**config.mk**
```make
export PLATFORM = sky130hd
export DESIGN_NAME = lzx_cs_arbiter8
export DESIGN_NICKNAME = d
export VERILOG_FILES = /design/src/rtl/lzx_cs_arbiter8.sv
export SDC_FILE = /design/constraint.sdc
export NUM_CORES = 1
export LEC_CHECK = 0
export ABC_AREA = 1
export CORE_UTILIZATION = 40
export DETAILED_ROUTE_END_ITERATION = 12
export SYNTH_ARGS = -nofsm -noshare
export SYNTH_HDL_FRONTEND = slang
export SYNTH_SLANG_ARGS = --single-unit
```
**constraint.sdc**
```tcl
create_clock -name clk -period 6.3 [get_ports clk]
set_input_delay 0.63 -clock clk [delete_from_list [all_inputs] [get_ports clk]]
set_output_delay 0.63 -clock clk [all_outputs]
set_load 0.01 [all_outputs]
```
**src/rtl/lzx_cs_arbiter8.sv**
```systemverilog
// Round-robin chip-select scheduler driving one 3-to-8 decoder for 8 requesters.
// Optional `LZX_CS_ARB_LOCK_EN adds a lock input that stretches a grant past HOLD_MAX.
module lzx_cs_arbiter8 #(
  parameter int HOLD_MAX  = 4,
  parameter int SETUP_CYC = 1,
  parameter int GUARD_CYC = 1
) (
  input  logic       clk,
  input  logic       rst,
  input  logic       en,
`ifdef LZX_CS_ARB_LOCK_EN
  input  logic       lock,
`endif
  input  logic [7:0] req,
  output logic       E1_n,
  output logic       E2_n,
  output logic       E3,
  output logic [2:0] A,
  output logic [7:0] gnt_n,
  output logic       busy
);

  typedef enum logic [1:0] {S_IDLE, S_SETUP, S_ACTIVE, S_GUARD} state_t;

  state_t     state_q, state_d;
  logic [2:0] a_q, a_d;
  logic [2:0] ptr_q, ptr_d;
  logic [7:0] cnt_q, cnt_d;
  logic [7:0] gnt_n_q, gnt_n_d;
  logic       en_act_q, en_act_d;
  logic       busy_q, busy_d;

  logic [7:0] rot;
  logic [2:0] win_off;
  logic [2:0] win_idx;
  logic       req_a;
  logic       lock_on;
  logic [7:0] hold_inc;
  logic       limit_hit;

`ifdef LZX_CS_ARB_LOCK_EN
  assign lock_on = lock;
`else
  assign lock_on = 1'b0;
`endif

  // rot[i] is the request of the requester i places after the pointer
  genvar gi;
  generate
    for (gi = 0; gi < 8; gi++) begin : g_rot
      assign rot[gi] = req[ptr_q + 3'(gi)];
    end
  endgenerate

  always_comb begin
    win_off = 3'd0;
    for (int i = 7; i >= 0; i--) begin
      if (rot[i]) win_off = 3'(i);
    end
  end

  assign win_idx   = ptr_q + win_off;
  assign req_a     = req[a_q];
  // Hold counter saturates so a locked grant cannot wrap it
  assign hold_inc  = (cnt_q >= 8'(HOLD_MAX)) ? cnt_q : cnt_q + 8'd1;
  assign limit_hit = (hold_inc >= 8'(HOLD_MAX));

  always_comb begin
    state_d  = state_q;
    a_d      = a_q;
    ptr_d    = ptr_q;
    cnt_d    = cnt_q;
    gnt_n_d  = gnt_n_q;
    en_act_d = en_act_q;
    busy_d   = busy_q;
    case (state_q)
      S_IDLE: begin
        if (en && (req != 8'd0)) begin
          a_d     = win_idx;
          busy_d  = 1'b1;
          cnt_d   = 8'd0;
          state_d = S_SETUP;
        end
      end
      S_SETUP: begin
        if (!req_a) begin
          state_d = S_IDLE;
          busy_d  = 1'b0;
          cnt_d   = 8'd0;
        end else if (cnt_q == 8'(SETUP_CYC - 1)) begin
          state_d  = S_ACTIVE;
          en_act_d = 1'b1;
          gnt_n_d  = ~(8'b1 << a_q);
          cnt_d    = 8'd0;
        end else begin
          cnt_d = cnt_q + 8'd1;
        end
      end
      S_ACTIVE: begin
        if (!req_a || (limit_hit && !lock_on)) begin
          state_d  = S_GUARD;
          en_act_d = 1'b0;
          gnt_n_d  = 8'hFF;
          ptr_d    = a_q + 3'd1;
          cnt_d    = 8'd0;
        end else begin
          cnt_d = hold_inc;
        end
      end
      S_GUARD: begin
        if (cnt_q == 8'(GUARD_CYC - 1)) begin
          state_d = S_IDLE;
          busy_d  = 1'b0;
          cnt_d   = 8'd0;
        end else begin
          cnt_d = cnt_q + 8'd1;
        end
      end
      default: begin
        state_d  = S_IDLE;
        en_act_d = 1'b0;
        gnt_n_d  = 8'hFF;
        busy_d   = 1'b0;
        cnt_d    = 8'd0;
      end
    endcase
  end

  always_ff @(posedge clk or posedge rst) begin
    if (rst) begin
      state_q  <= S_IDLE;
      a_q      <= 3'd0;
      ptr_q    <= 3'd0;
      cnt_q    <= 8'd0;
      gnt_n_q  <= 8'hFF;
      en_act_q <= 1'b0;
      busy_q   <= 1'b0;
    end else begin
      state_q  <= state_d;
      a_q      <= a_d;
      ptr_q    <= ptr_d;
      cnt_q    <= cnt_d;
      gnt_n_q  <= gnt_n_d;
      en_act_q <= en_act_d;
      busy_q   <= busy_d;
    end
  end

  // All three decoder enables move together from one flop
  assign E1_n  = ~en_act_q;
  assign E2_n  = ~en_act_q;
  assign E3    = en_act_q;
  assign A     = a_q;
  assign gnt_n = gnt_n_q;
  assign busy  = busy_q;

endmodule
```
==> flow_metrics.env <==
export IMPL_criticalPathCategory="reg -> reg"
export IMPL_cts_setup_buffers=0
export IMPL_arrival_ps=3150
export IMPL_nets=331
export IMPL_critical_path_required_ps=6470
export IMPL_p_sw_share_pct=48.85
export IMPL_routabilityCongestion=0.8181
export IMPL_ctsResizeCount=0
export IMPL_yosys_warnings=0
export IMPL_cellLeakagePower_nw=1.144
export IMPL_comb_power_share_pct=63.5
export IMPL_end_kind="flip-flop"
export IMPL_cpMostUsedCell="nand2_1"
export IMPL_drt_iter0_markers=66
export IMPL_first_pass_iters=4
export IMPL_hold_viol_final=0
export IMPL_yosysUniqueCellTypes=31
export IMPL_fin_ws_ps=3324
export IMPL_p_total_mw=1.234
export IMPL_core_mm2=0.004755
export IMPL_rsz0062_at_grt="no"
export IMPL_grt_overflow=0
export IMPL_synth_area_leaders="dfrtp_1 (23%), nand2_1 (16%), dfstp_2 (11%)"
export IMPL_place_inst=370
export IMPL_ff2ff_setup_slack_ps=3320
export IMPL_grt_total_usage_pct=17.92
export IMPL_fillers=508
export IMPL_antennaDiodeCount=0
export IMPL_clk_pin_slew_worst_paths_ps=90
export IMPL_cts_tree="built"
export IMPL_yosysMostFrequentCell="nand2_1"
export IMPL_cp_cell_sequence="inv_4 > ha_1 > inv_1 > nand3_1 > nand3_1 > nand2_1 > inv_1 > nand2_1 > nand2_1 > nand2_1 > nand2_1 > a21oi_1 > ha_1 > fa_1 > xor2_1 > nand3_1 > nand3_1 > nand2_1"
export IMPL_hold_class="reg -> reg"
export IMPL_via_per_inst=4.826
export IMPL_dp_hpwl_mm=3.362
export IMPL_syn_avg_cell_area_um2=7.055
export IMPL_r2r_start="ptr_q[0]"
export IMPL_setup_violations_final=0
export IMPL_wl_per_cell_um=11.53
export IMPL_skew_ps=4.499
export IMPL_clkLatencyLatePin_ps=270
export IMPL_start_util_pct=41.84
export IMPL_ctsHtreeMaxLevel=1
export IMPL_finalCritPeriodShare_pct=47.24
export IMPL_first_global_vias=1690
export IMPL_power_density_mw_per_mm2=522.8
export IMPL_max_cap_violations=0
export IMPL_synthArstFlopShare_pct=100.0
export IMPL_grt_max_degree=27
export IMPL_outcome="finished clean"
export IMPL_hp_start="gnt_n[3]"
export IMPL_ir_drop_v=0.0002214
export IMPL_seq_power_share_pct=25.2
export IMPL_cts_buffers=3
export IMPL_clock_sinks=26
export IMPL_ant_nets=0
export IMPL_io_pins=26
export IMPL_synth_cells=282
export IMPL_synth_flop_cell="dfrtp_1"
export IMPL_maxSlewHeadroom_pct=35.01
export IMPL_cts_hold_fix_buffers=0
export IMPL_place_ws_ps=3312
export IMPL_area_growth_pct=18.68
export IMPL_crit_slowest_cell="dfrtp_1"
export IMPL_cts_root_buf="clkbuf_8"
export IMPL_r2r_cells=18
export IMPL_die_h_um=72.53
export IMPL_rows=25
export IMPL_critPathLaunchType="flip-flop"
export IMPL_synth_edf_count=0
export IMPL_synth_area_mm2=0.001989
export IMPL_crit_start="ptr_q[0]"
export IMPL_worstSetupEndpoint="A[2]"
export IMPL_grt_pass1_wl_mm=7.514
export IMPL_synth_top_cell_area_share_pct=22.64
export IMPL_die_x_um=72.53
export IMPL_syn_nets=305
export IMPL_r2r_end="A[2]"
export IMPL_port_buffers=25
export IMPL_clk_path_buf_depth=2
export IMPL_synth_common_cells="nand2_1 (87), nand3_1 (36), inv_1 (33), nor2_1 (28), dfrtp_1 (18)"
export IMPL_critPathMaxStageDelay_ps=630
export IMPL_worst_pin_slew_ps=973.8
export IMPL_min_period_ps=2976
export IMPL_antenna_found_initial=0
export IMPL_drc=0
export IMPL_max_freq_ghz=0.3360
export IMPL_drive_above_1_share_pct=8.795
export IMPL_die_area_mm2=0.005260
export IMPL_final_cells=374
export IMPL_crit_path_max_fanout=12
export IMPL_via_count=1805
export IMPL_synth_seq_cells=26
export IMPL_seq_area_frac_synth_pct=33.21
export IMPL_fin_setup_tns_ps=0
export IMPL_clockPowerShare_pct=11.3
export IMPL_power_switching_mw=0.6030
export IMPL_p_int_mw=0.6314
export IMPL_routed_wirelength_mm=4.313
export IMPL_slew_violations=0
export IMPL_synth_largest_area_cell="dfrtp_1"
worst min path at each step:
stage | endpoint | depth (start not counted)
after floorplan | gnt_n[0] | 2
after global placement | gnt_n[7] | 2
after detailed placement | gnt_n[3] | 2
after global routing | gnt_n[1] | 2
after CTS | gnt_n[1] | 2
final | gnt_n[3] | 2
critical path: cells and delay by family, from the launching register on:
kind	cells	cell delay, ps
buffers and inverters	3	280
AO/OA/AOI/OAI	1	60
flip-flops	1	630
adder cells (fa/ha/maj)	3	940
XOR/XNOR	1	200
AND/OR/NAND/NOR	10	730
layer usage:
| layer | track usage [%] | part of all wire, % |
|---|---|---|
| met1 | 25.17 | 52 |
| met2 | 29.28 | 44 |
| met3 | 3.472 | 3.8 |
| met4 | 2.397 | 0.19 |
| met5 | 0 | 0 |
flip-flops by register name, summed over array words and instances (netlist names), named ones only:
name     flops
state_q      1
ptr_q        3
E3           1
busy         1
cnt_q        8
gnt_n        8
A            3
cells by family after synthesis:
logic type	synth area share [%]
xor+xnor	4.780
fa+ha+maj	7.924
compound gates	5.597
buf+inv	8.993
simple gates	39.50
flops	33.21
power groups by stage:
stage	Combinational [mW]	Clock (mW)	Sequential, mW
6_report	0.783	0.140	0.311
3_5_place_dp	0.785	0	0.316
4_1_cts	0.789	0.144	0.313
3_3_place_gp	0.781	0	0.315
2_1_floorplan	0.593	0	0.300
5_1_grt	0.900	0.151	0.322
cell usage in the layout (no fill, tap or decap), types with 2 or more instances in the layout:
cell type / count
inv_4: 2
a31oi_1: 2
nand2_2: 3
nand2_1: 87
ha_1: 11
nand2_4: 2
nand3_1: 36
o22ai_1: 5
dfrtp_1: 18
nor3b_2: 2
a21oi_1: 3
clkbuf_8: 3
nor2_1: 28
nor3b_1: 2
nor3_1: 6
inv_1: 33
nand4_1: 2
o21ai_0: 9
dfstp_2: 8
clkdlybuf4s50_1: 25
nor4_1: 2
xor2_1: 8
final cells by class:
cell class	count	area, um2	area share [%]
Inverter	37	145.1	6.147
Timing Repair Buffer	25	250.2	10.60
Sequential cell	26	660.6	27.98
Multi-Input combinational cell	215	1150	48.70
Tap cell	67	83.83	3.551
Clock buffer	3	41.29	1.749
Clock inverter	1	30.03	1.272
per-stage QoR:
step           util (%)  hold slack (ps)  area (um2)
5_1_grt           49.66            527.6        2361
2_1_floorplan         -            503.9        1989
3_5_place_dp      48.16            493.2        2290
3_3_place_gp      48.16            491.2        2290
4_1_cts           49.66            508.0        2361
6_report          49.66            505.0        2361
Power figures use the tool's default switching activity.
